==> config.mk <==
export PLATFORM = sky130hd
export DESIGN_NAME = multiplicador_sequencial_flat
export DESIGN_NICKNAME = d
export VERILOG_FILES = /design/src/rtl/multiplicador_sequencial_if.sv /design/src/rtl/multiplicador_sequencial.sv /design/src/flat_wrapper.sv
export SDC_FILE = /design/constraint.sdc
export NUM_CORES = 1
export LEC_CHECK = 0
export CORE_AREA = 5 5 91 93
export CTS_CLUSTER_DIAMETER = 40
export DETAILED_ROUTE_END_ITERATION = 6
export DIE_AREA = 0 0 96 98
export PLACE_DENSITY = 0.73
export SLEW_MARGIN = 10
export SYNTH_ARGS = -nofsm -noshare
export SYNTH_HDL_FRONTEND = slang
export SYNTH_SLANG_ARGS = --single-unit
==> constraint.sdc <==
create_clock -name clock -period 2.15 [get_ports clock]
set_clock_uncertainty 0.1 [all_clocks]
set_input_delay 0.43 -clock clock [delete_from_list [all_inputs] [get_ports clock]]
set_output_delay 0.43 -clock clock [all_outputs]
set_load 0.01 [all_outputs]
==> src/rtl/multiplicador_sequencial_if.sv <==
// Request/result bundle between the sequential multiplier and its client.
// master drives operands and start; slave (the multiplier) drives status and result.
interface multiplicador_sequencial_if #(parameter int WIDTH = 8);
  logic                 iniciar;
  logic [WIDTH-1:0]     op_a;
  logic [WIDTH-1:0]     op_b;
  logic [2:0]           destino;
  logic                 pronto;
  logic                 ocupado;
  logic [2*WIDTH-1:0]   produto;
  logic [2:0]           op;
  logic                 valido;
  logic                 erro;

  modport master (
    output iniciar, op_a, op_b, destino,
    input  pronto, ocupado, produto, op, valido, erro
  );

  modport slave (
    input  iniciar, op_a, op_b, destino,
    output pronto, ocupado, produto, op, valido, erro
  );
endinterface

==> src/rtl/multiplicador_sequencial.sv <==
// Shift-and-add multiplier feeding the six-way result demux; op idles at 3'b111.
// Optional signed operands when MULT_SIGNED_EN is defined (magnitude core + final negate).
module multiplicador_sequencial #(
  parameter int WIDTH = 8
) (
  input logic                   clock,
  input logic                   reset_n,
  multiplicador_sequencial_if.slave bus
);
  localparam int CW = $clog2(WIDTH + 1);

  typedef enum logic [1:0] {OCIOSO, CALCULA, ESCREVE} estado_t;

  estado_t              state_q, state_d;
  logic [2*WIDTH-1:0]   mcand_q, mcand_d;
  logic [2*WIDTH-1:0]   acc_q, acc_d;
  logic [2*WIDTH-1:0]   produto_q, produto_d;
  logic [WIDTH-1:0]     mplier_q, mplier_d;
  logic [2:0]           dest_q, dest_d;
  logic [2:0]           op_q, op_d;
  logic [CW-1:0]        cnt_q, cnt_d;
  logic                 valido_q, valido_d;
  logic                 erro_q, erro_d;
  logic                 aceita, rejeita;
  logic                 pronto, ocupado;
  logic [WIDTH-1:0]     mag_a, mag_b;
  logic [2*WIDTH-1:0]   resultado;

  assign aceita  = (state_q == OCIOSO) && bus.iniciar && (bus.destino <= 3'd5);
  assign rejeita = (state_q == OCIOSO) && bus.iniciar && (bus.destino >  3'd5);

`ifdef MULT_SIGNED_EN
  logic sign_q;
  // -2^(WIDTH-1) negates to itself, which read unsigned is exactly its magnitude
  assign mag_a     = bus.op_a[WIDTH-1] ? (~bus.op_a + WIDTH'(1)) : bus.op_a;
  assign mag_b     = bus.op_b[WIDTH-1] ? (~bus.op_b + WIDTH'(1)) : bus.op_b;
  assign resultado = sign_q ? (~acc_q + (2*WIDTH)'(1)) : acc_q;

  always_ff @(posedge clock or negedge reset_n) begin
    if (!reset_n)    sign_q <= 1'b0;
    else if (aceita) sign_q <= bus.op_a[WIDTH-1] ^ bus.op_b[WIDTH-1];
  end
`else
  assign mag_a     = bus.op_a;
  assign mag_b     = bus.op_b;
  assign resultado = acc_q;
`endif

  always_ff @(posedge clock or negedge reset_n) begin
    if (!reset_n) state_q <= OCIOSO;
    else          state_q <= state_d;
  end

  always_comb begin
    state_d = state_q;
    case (state_q)
      OCIOSO:  if (aceita) state_d = CALCULA;
      CALCULA: if (cnt_q == CW'(WIDTH - 1)) state_d = ESCREVE;
      ESCREVE: state_d = OCIOSO;
      default: state_d = OCIOSO;
    endcase
  end

  always_comb begin
    pronto  = (state_q == OCIOSO);
    ocupado = (state_q == CALCULA) || (state_q == ESCREVE);
  end

  // Result registers load on the edge leaving ESCREVE, so valido/op form one clean registered pulse
  always_comb begin
    mcand_d   = mcand_q;
    mplier_d  = mplier_q;
    acc_d     = acc_q;
    cnt_d     = cnt_q;
    dest_d    = dest_q;
    produto_d = produto_q;
    op_d      = 3'b111;
    valido_d  = 1'b0;
    erro_d    = rejeita;
    case (state_q)
      OCIOSO: if (aceita) begin
        mcand_d  = {{WIDTH{1'b0}}, mag_a};
        mplier_d = mag_b;
        acc_d    = '0;
        cnt_d    = '0;
        dest_d   = bus.destino;
      end
      CALCULA: begin
        if (mplier_q[0]) acc_d = acc_q + mcand_q;
        mcand_d  = mcand_q << 1;
        mplier_d = mplier_q >> 1;
        cnt_d    = cnt_q + CW'(1);
      end
      ESCREVE: begin
        produto_d = resultado;
        op_d      = dest_q;
        valido_d  = 1'b1;
      end
      default: ;
    endcase
  end

  always_ff @(posedge clock or negedge reset_n) begin
    if (!reset_n) begin
      mcand_q   <= '0;
      mplier_q  <= '0;
      acc_q     <= '0;
      cnt_q     <= '0;
      dest_q    <= '0;
      produto_q <= '0;
      op_q      <= 3'b111;
      valido_q  <= 1'b0;
      erro_q    <= 1'b0;
    end else begin
      mcand_q   <= mcand_d;
      mplier_q  <= mplier_d;
      acc_q     <= acc_d;
      cnt_q     <= cnt_d;
      dest_q    <= dest_d;
      produto_q <= produto_d;
      op_q      <= op_d;
      valido_q  <= valido_d;
      erro_q    <= erro_d;
    end
  end

  assign bus.pronto  = pronto;
  assign bus.ocupado = ocupado;
  assign bus.produto = produto_q;
  assign bus.op      = op_q;
  assign bus.valido  = valido_q;
  assign bus.erro    = erro_q;
endmodule

==> src/flat_wrapper.sv <==
// flat-port wrapper written by rule: the top's interface ports become plain ports
module multiplicador_sequencial_flat 
#(
  parameter int WIDTH = 8
)
  (clock, reset_n, bus_iniciar, bus_op_a, bus_op_b, bus_destino, bus_pronto, bus_ocupado, bus_produto, bus_op, bus_valido, bus_erro);
  multiplicador_sequencial_if #(.WIDTH(WIDTH)) bus_i ();
  input logic clock;
  input logic reset_n;
  input wire logic [$bits(bus_i.iniciar)-1:0] bus_iniciar;
  input wire logic [$bits(bus_i.op_a)-1:0] bus_op_a;
  input wire logic [$bits(bus_i.op_b)-1:0] bus_op_b;
  input wire logic [$bits(bus_i.destino)-1:0] bus_destino;
  output wire logic [$bits(bus_i.pronto)-1:0] bus_pronto;
  output wire logic [$bits(bus_i.ocupado)-1:0] bus_ocupado;
  output wire logic [$bits(bus_i.produto)-1:0] bus_produto;
  output wire logic [$bits(bus_i.op)-1:0] bus_op;
  output wire logic [$bits(bus_i.valido)-1:0] bus_valido;
  output wire logic [$bits(bus_i.erro)-1:0] bus_erro;
  assign bus_i.iniciar = bus_iniciar;
  assign bus_i.op_a = bus_op_a;
  assign bus_i.op_b = bus_op_b;
  assign bus_i.destino = bus_destino;
  assign bus_pronto = bus_i.pronto;
  assign bus_ocupado = bus_i.ocupado;
  assign bus_produto = bus_i.produto;
  assign bus_op = bus_i.op;
  assign bus_valido = bus_i.valido;
  assign bus_erro = bus_i.erro;
  multiplicador_sequencial #(.WIDTH(WIDTH)) u_core (.clock(clock), .reset_n(reset_n), .bus(bus_i));
endmodule
# == Word level (Yosys, flattened, before mapping) ==
# Cells that the tools add are included.
# classes
n_addsub,2
order_cmp,2
n_eq_ne,6
muxes,14
reduce_logical,10
# op_table
operator,n
$pmux W16 S2,2
$mux W16,3
$add A16 B16 Y16,1
$pmux W8 S2,1
$mux W8,1
$pmux W4 S2,1
$ne A2 B1 Y1 const B,3
$reduce_and A2 Y1,3
$add A4 B1 Y4 const B,1
$eq A4 B3 Y1 const B,1
$mux W2,2
$mux W4,1
$pmux W2 S2,1
$gt A3 B3 Y1 const B,1
$le A3 B3 Y1 const B,1
$logic_and A1 B1 Y1,3
$mux W3,1
$reduce_and A3 Y1,1
$eq A2 B1 Y1 const B,1
$eq A2 B2 Y1 const B,1
$logic_not A2 Y1,1
$reduce_bool A2 Y1,1
$logic_or A1 B1 Y1,1
$mux W1,1
# totals
register_bits,70
inputBits,22

# == Logic depth before layout (Yosys ltp) ==
# Gate-level depths: netlist of the first run.
# logic_depth
ltp_word,5
ltp_mapped,9

# == Worst setup path after synthesis of the first run ==
# No wires, ideal clock.
# synth_timing
path_type,reg2reg
start,register u_core.mcand_q[0]
end,register u_core.acc_q[14]
setup_ps,122
arrival_ps,2024
t_required_ps,1928
slack_ps,-95
stages_incl_launch_ff,10
path_buffers,0
cell_sequence,dfrtp_1 > ha_1 > inv_1 > fa_1 > and2b_2 > o2111ai_2 > a21oi_2 > o2111ai_1 > a21o_1 > a32o_1
# synth_between
elab_chain_cells,3
# synth_rtl
element,line,source
"start, declared",multiplicador_sequencial.sv:15,"logic [2*WIDTH-1:0] mcand_q, mcand_d;"
"start signal, assigned",multiplicador_sequencial.sv:115,mcand_q <= mcand_d;
$add A16 B16 Y16,multiplicador_sequencial.sv:89,if (mplier_q[0]) acc_d = acc_q + mcand_q;
$mux W16,multiplicador_sequencial.sv:89,
$pmux W16 S2,multiplicador_sequencial.sv:80,case (state_q)
"end signal, assigned",multiplicador_sequencial.sv:107,acc_q <= '0;
"end signal, assigned",multiplicador_sequencial.sv:117,acc_q <= acc_d;
"end, declared",multiplicador_sequencial.sv:16,"logic [2*WIDTH-1:0] acc_q, acc_d;"
# No other way between the ends. The select of a mux whose other input is x is not followed.
# A chain may end at the register's enable or synchronous reset.

# == Worst setup path after layout of the first run ==
# Ends and elaborated chain as after synthesis.

==> impl_metrics.yaml, run 1 <==
pwr:
  p_leak_nw: 2.09
  power.density_mw_per_mm2: 1330
  peakVddDrop_uv: 740
timing:
  setup_violations: 2
  max_clock_freq_mhz: 450
  rsz0062_at_grt: "yes"
  slew_headroom: 0.761
  fin_crit_ns: 2.22
  drv_slew: 0
  tns_ns: -0.0861
  holdWs_ns: 0.00302
  period_share: 1.03
  setup_ws_ns: -0.0733
  final-hold-violation-count: 0
  worstMarginPinSlew_ns: 0.359
logic_synthesis:
  synth_nets: 389
  synth_edf_count: 0
  yosysTopAreaCell: "dfrtp_1"
  synth.area.top_cells: "dfrtp_1 47%, ha_1 7.0%, mux2_2 5.6%"
  synthArstFlopShare: 1.00
  seq_area_frac_synth: 0.489
  ys_types: 46
  synthDominantCellAreaShare: 0.467
  yosysWarnings: 0
  syn_inst: 346
  synth_commonest_cells: "67 x dfrtp_1, 50 x nand2_1, 33 x o21ai_0"
  synth_ff_type: "dfrtp_1"
  yosysMostFrequentCell: "dfrtp_1"
  ys_ff_latch: 70
  avgSynthCellArea_um2: 10.4
  mappedNetlistArea_mm2: 0.00359
setup_path:
  cp-start-kind: "register"
  cp.arrival_ns: 2.35
  endpoint_kind: "register"
  critical_path_peak_fanout: 2
  crit_type: "reg -> reg"
  crit_required_ns: 2.28
floorplanning:
  start_util: 0.482
  die-area_mm2: 0.00941
  die_width_um: 96
  coreArea_mm2: 0.00745
  die_y_um: 98
  io-pin-count: 45
  rows: 32
detailed_routing:
  wl_mm: 7.47
  drtPass1Iterations: 6
  drcViolationCount: 0
  wl_per_cell_um: 14.3
  vias_per_cell: 5.25
  via_count: 2753
  ant_nets: 0
  drtIter0Drc: 118
hold_path:
  hp-class: "in -> async"
run:
  max_cap_violations: 0
placed_design:
  place_area_mm2: 0.00431
  port_buffers: 44
  place.gp.congestion: 0.891
  placedCellCount: 504
  hpwl_mm: 5.60
run_status:
  status: "finished, violations left"
  violations: "setup timing"
clock_tree:
  clk_pin_slew_worst_paths_ns: 0.07
  clock-root-buffer: "clkbuf_8"
  insertion_delay_ns: 0.35
  clockBufferDepth: 2
  clock-sinks: 70
  tritoncts: "built"
  cts_buffers: 9
  cts_max_level: 3
global_routing:
  grt_pass1_vias: 2759
  grt_usage: 0.174
  grt_start_max_net_pins: 71
  grt_pass1_wl_mm: 12.7
  antenna_found_initial: 0
  grt_overflow: 0
layout:
  antenna_cells: 0
  stdcell_count: 524
  drive_gt1_frac: 0.204
  finalNetCount: 460
  area_growth_pct: 27.9
  finish.instance_area_mm2: 0.00459
-- cell type report --
cell class | instances | area, um^2
fill | 648 | 2860
timing repair buffer | 74 | 671
tap | 102 | 128
clock inverter | 5 | 50.0
clock buffer | 11 | 141
inverter | 9 | 33.8
multi-input combinational | 253 | 1810
sequential | 70 | 1760
-- cell usage in the layout (no fill, tap or decap), types with 2 or more instances in the layout --
cell | netlist | routed
clkdlybuf4s50_1 | 0 | 41
inv_1 | 9 | 8
clkbuf_8 | 0 | 10
dlygate4sd2_1 | 0 | 2
o211ai_1 | 3 | 3
dfrtp_1 | 67 | 67
xnor2_1 | 6 | 6
o2111ai_2 | 2 | 2
buf_4 | 0 | 29
a22o_1 | 9 | 9
nor2_1 | 23 | 23
a21o_1 | 3 | 3
o21ai_1 | 1 | 5
mux2_2 | 18 | 18
mux2i_1 | 16 | 16
a21oi_2 | 2 | 5
nand2_1 | 50 | 50
ha_4 | 0 | 2
nand3_1 | 10 | 10
xor2_1 | 4 | 4
a211oi_1 | 3 | 2
o31ai_1 | 6 | 6
a22oi_1 | 2 | 2
ha_2 | 0 | 2
nor3_1 | 4 | 4
nand2b_1 | 5 | 5
clkinv_2 | 0 | 4
o21ai_0 | 33 | 29
dfstp_2 | 3 | 3
a21oi_1 | 13 | 10
ha_1 | 20 | 16
-- cells by family (layout without fill, tap and decap cells) --
| logic type | Yosys count | in the layout | share of synthesized area |
|---|---|---|---|
| flip-flops | 70 | 70 | 0.489 |
| AO/OA/AOI/OAI | 88 | 88 | 0.161 |
| buffers and inverters | 23 | 99 | 0.0275 |
| adder cells (fa/ha/maj) | 21 | 21 | 0.0753 |
| XOR/XNOR | 10 | 10 | 0.0244 |
| AND/OR/NAND/NOR | 100 | 100 | 0.121 |
| multiplexers | 34 | 34 | 0.101 |
-- power breakdown --
part	leakage [nW]	switching (mW)	internal (mW)	total (mW)
clock	0.103	0.472	0.560	1.03
combinational	1.06	1.51	1.42	2.93
sequential	0.924	0.345	1.81	2.16
-- per-stage QoR --
stage / power, mW / util / setup slack, ns
2_1_floorplan: 3.94 / - / -0.0619
3_3_place_gp: 4.92 / 0.579 / -0.0680
3_5_place_dp: 5.01 / 0.579 / -0.127
4_1_cts: 6.06 / 0.606 / -0.0923
5_1_grt: 6.61 / 0.616 / -0.173
6_report: 6.12 / 0.616 / -0.0733
-- repair_timing --
action | CTS | global route
setup buffers | 2 | 2
pin swaps | 6 | 7
setup endpoints to repair | 6 | 5
resized for setup | 5 | 12
hold buffers | 0 | 0
-- per-layer routing --
metal / global-route usage / share of wire / vias to the layer above
met3: 0.0393 / 0.040 / 14
met1: 0.231 / 0.46 / 1300
met4: 0.0810 / 0.023 / 0
li1: - / - / 1379
met2: 0.269 / 0.48 / 60
met5: 0 / 0 / -
-- path summary, 6_finish.rpt --
| kind | from | endpoint | slack, ns | depth (start not counted) |
|---|---|---|---|---|
| max | u_core.mcand_q[0] | u_core.acc_q[14] | -0.07 | 9 |
| min in group clock | u_core.dest_q[0] | u_core.bus.op[0] | 0.36 | 1 |
| min | reset_n | u_core.mcand_q[10] | 0.003 | 2 |
| max reg2reg | u_core.mcand_q[0] | u_core.acc_q[14] | -0.07 | 9 |
| min reg2reg | u_core.dest_q[0] | u_core.bus.op[0] | 0.36 | 1 |
| max in group asynchronous | reset_n | u_core.bus.op[1] | 1.63 | 2 |
-- registers in the layout (all words and copies together), names as in the netlist --
signal	cells
u_core.acc_q	16
u_core.mcand_q	16
u_core.state_q	2
u_core.bus.op	3
u_core.bus.valido	1
u_core.bus.erro	1
u_core.dest_q	3
u_core.mplier_q	8
u_core.cnt_q	4
u_core.bus.produto	16
-- worst max-delay path, cell delays in order, from the launching register on --
cell and delay (ns):
dfrtp_1 0.36, ha_2 0.19, inv_2 0.04, fa_2 0.32
and2b_2 0.25, o2111ai_4 0.12, a21oi_2 0.21, o2111ai_2 0.13
a21o_1 0.18, a32o_1 0.21
Power figures use the tool's default switching activity.
==> inputs of run 2 (changes only) <==
--- a/config.mk
+++ b/config.mk
@@ -5,11 +5,12 @@
 export SDC_FILE = /design/constraint.sdc
 export NUM_CORES = 1
 export LEC_CHECK = 0
-export CORE_AREA = 5 5 91 93
+export CORE_AREA = 5 5 90 92
+export CTS_BUF_LIST = sky130_fd_sc_hd__clkbuf_4 sky130_fd_sc_hd__clkbuf_8
 export CTS_CLUSTER_DIAMETER = 40
 export DETAILED_ROUTE_END_ITERATION = 6
-export DIE_AREA = 0 0 96 98
-export PLACE_DENSITY = 0.73
+export DIE_AREA = 0 0 95 97
+export PLACE_DENSITY = 0.74
 export SLEW_MARGIN = 10
 export SYNTH_ARGS = -nofsm -noshare
 export SYNTH_HDL_FRONTEND = slang
==> run 2 against run 1 <==
The run still ends with setup timing left; critical path depth grew 2; fmax shrank 0.36%; count of clock-buffer cells in the layout shrank 2; global-route usage grew 0.34 points; sequential power is essentially flat; die area shrank 2.1%; register-to-register slack is essentially flat; core utilization grew 4.4 points; routed wire length grew 3.6%.
==> impl_metrics.yaml, run 2 (same netlist as run 1, synthesis figures left out) <==
run_status:
  status: "finished, violations left"
  violations: "setup timing"
setup_path:
  timing.rr.start: "u_core.mcand_q[0]"
  critPathTopFamily: "adder cells"
  r2r-end: "u_core.acc_q[10]"
  crit_type: "reg -> reg"
  crit_buf_inv: 3
  cpPeakStageDelay_ns: 0.37
  critical_path_peak_fanout: 2
  r2r_cells: 11
  crit_required_ns: 2.32
  worstPathCellList: "ha_2, inv_2, fa_2, and2b_2, o2111ai_4, a21oi_2, buf_4, buf_6, o22ai_2, xor2_1, o21ai_1"
  cp_slowest_cell: "dfrtp_1"
  endpoint_kind: "register"
  reg2reg_slack_ns: -0.08
  cp.arrival_ns: 2.40
  cp-start-kind: "register"
hold_path:
  hold_end: "u_core.bus.op[1]"
  hold_start: "u_core.dest_q[1]"
  hp-class: "reg -> reg"
  worstHoldPathCells: 1
clock_tree:
  cts_max_level: 3
  clock-sinks: 70
  insertion_delay_ns: 0.35
  cts_buffers: 9
  clockBufferDepth: 2
  clock-root-buffer: "clkbuf_8"
  tritoncts: "built"
  clk_pin_slew_worst_paths_ns: 0.08
global_routing:
  grt_pass1_wl_mm: 13.1
  top_usage_layer: "met2"
  antenna_found_initial: 0
  grt_start_max_net_pins: 31
  grt_use_met3: 0.0442
  met2_usage: 0.284
  grt_usage: 0.178
  grt_overflow: 0
  grt_pass1_vias: 2819
  met1_usage: 0.235
run:
  max_cap_violations: 0
pwr:
  p_leak_nw: 2.13
  power.density_mw_per_mm2: 1370
  p_clk_frac: 0.200
  p_switching_mw: 2.42
  netSwitchingFraction: 0.374
  peakVddDrop_uv: 588
  pwr-share-comb: 0.465
  p_int_mw: 4.04
  pwr-share-seq: 0.335
detailed_routing:
  via_count: 2783
  drtPass1Iterations: 4
  vias_per_cell: 5.32
  drcViolationCount: 0
  wl_mm: 7.74
  drtIter0Drc: 109
  wl_per_cell_um: 14.8
  ant_nets: 0
placed_design:
  place.gp.congestion: 0.901
  port_buffers: 44
  hpwl_mm: 5.65
  place_area_mm2: 0.00435
timing:
  worstMarginPinSlew_ns: 0.417
  holdWs_ns: 0.378
  setup_violations: 4
  period_share: 1.04
  tns_ns: -0.216
  final-hold-violation-count: 0
  slew_headroom: 0.722
  rsz0062_at_grt: "yes"
  max_clock_freq_mhz: 448
  fin_crit_ns: 2.23
  drv_slew: 0
  setup_ws_ns: -0.0813
layout:
  finish.utilization: 0.660
  nFillCells: 584
  finalNetCount: 462
  area_growth_pct: 31.3
  finish.instance_area_mm2: 0.00471
  multi_input_comb_area_mm2: 0.00184
  drive_gt1_frac: 0.224
  regArea_mm2: 0.00176
  final_cell_mix: "67 x dfrtp_1, 49 x nand2_1, 41 x clkdlybuf4s50_1, 27 x o21ai_0, 27 x buf_4"
  antenna_cells: 0
  final_common_cell: "dfrtp_1"
floorplanning:
  io-pin-count: 45
  coreArea_mm2: 0.00714
  start_util: 0.503
  die_y_um: 97
  rows: 31
  die-area_mm2: 0.00922
  die_width_um: 95
run 2: per-layer routing:
layer  share of wire  wire length [um]
met1            0.47              3600
met2            0.48              3730
met3           0.036               278
met4           0.016               123
met5               0                 0
run 2: final cells by class:
type                            instances  share of cell area
Timing Repair Buffer                   76               0.152
Sequential cell                        70               0.373
Tap cell                               99              0.0263
Clock buffer                            9              0.0263
Inverter                                9             0.00717
Clock inverter                          7              0.0258
Multi-Input combinational cell        253               0.390
run 2: worst max path at each step:
stage | start | to | slack (ns) | depth (start not counted)
5_1_grt | u_core.mcand_q[0] | u_core.acc_q[10] | -0.19 | 11
3_5_place_dp | u_core.mcand_q[0] | u_core.acc_q[14] | -0.13 | 9
3_3_place_gp | u_core.mcand_q[0] | u_core.acc_q[14] | -0.07 | 9
4_1_cts | u_core.mcand_q[0] | u_core.acc_q[14] | -0.10 | 9
6_report | u_core.mcand_q[0] | u_core.acc_q[10] | -0.08 | 11
2_1_floorplan | u_core.mcand_q[0] | u_core.acc_q[14] | -0.06 | 9
run 2: metrics by stage:
step	setup slack [ns]	instances	power, mW
global placement	-0.0710	503	4.97
finish	-0.0813	523	6.45
detailed placement	-0.131	503	5.07
CTS	-0.100	523	6.38
floorplan	-0.0619	346	3.94
global route	-0.190	523	6.91
run 2: power groups by stage:
stage	clock, mW	sequential, mW	combinational [mW]
finish	1.29	2.16	3.00
global route	1.38	2.22	3.30
CTS	1.32	2.15	2.91
detailed placement	0	2.17	2.90
global placement	0	2.14	2.83
floorplan	0	2.15	1.79
run 2: timing repair:
| item | CTS | global route |
|---|---|---|
| hold buffers | 1 | 0 |
| gates cloned | 0 | 0 |
| setup endpoints to repair | 6 | 6 |
| endpoints found under the hold margin | 16 | 0 |
| pin swaps | 6 | 10 |
| setup buffers | 3 | 1 |
| resized for setup | 8 | 18 |
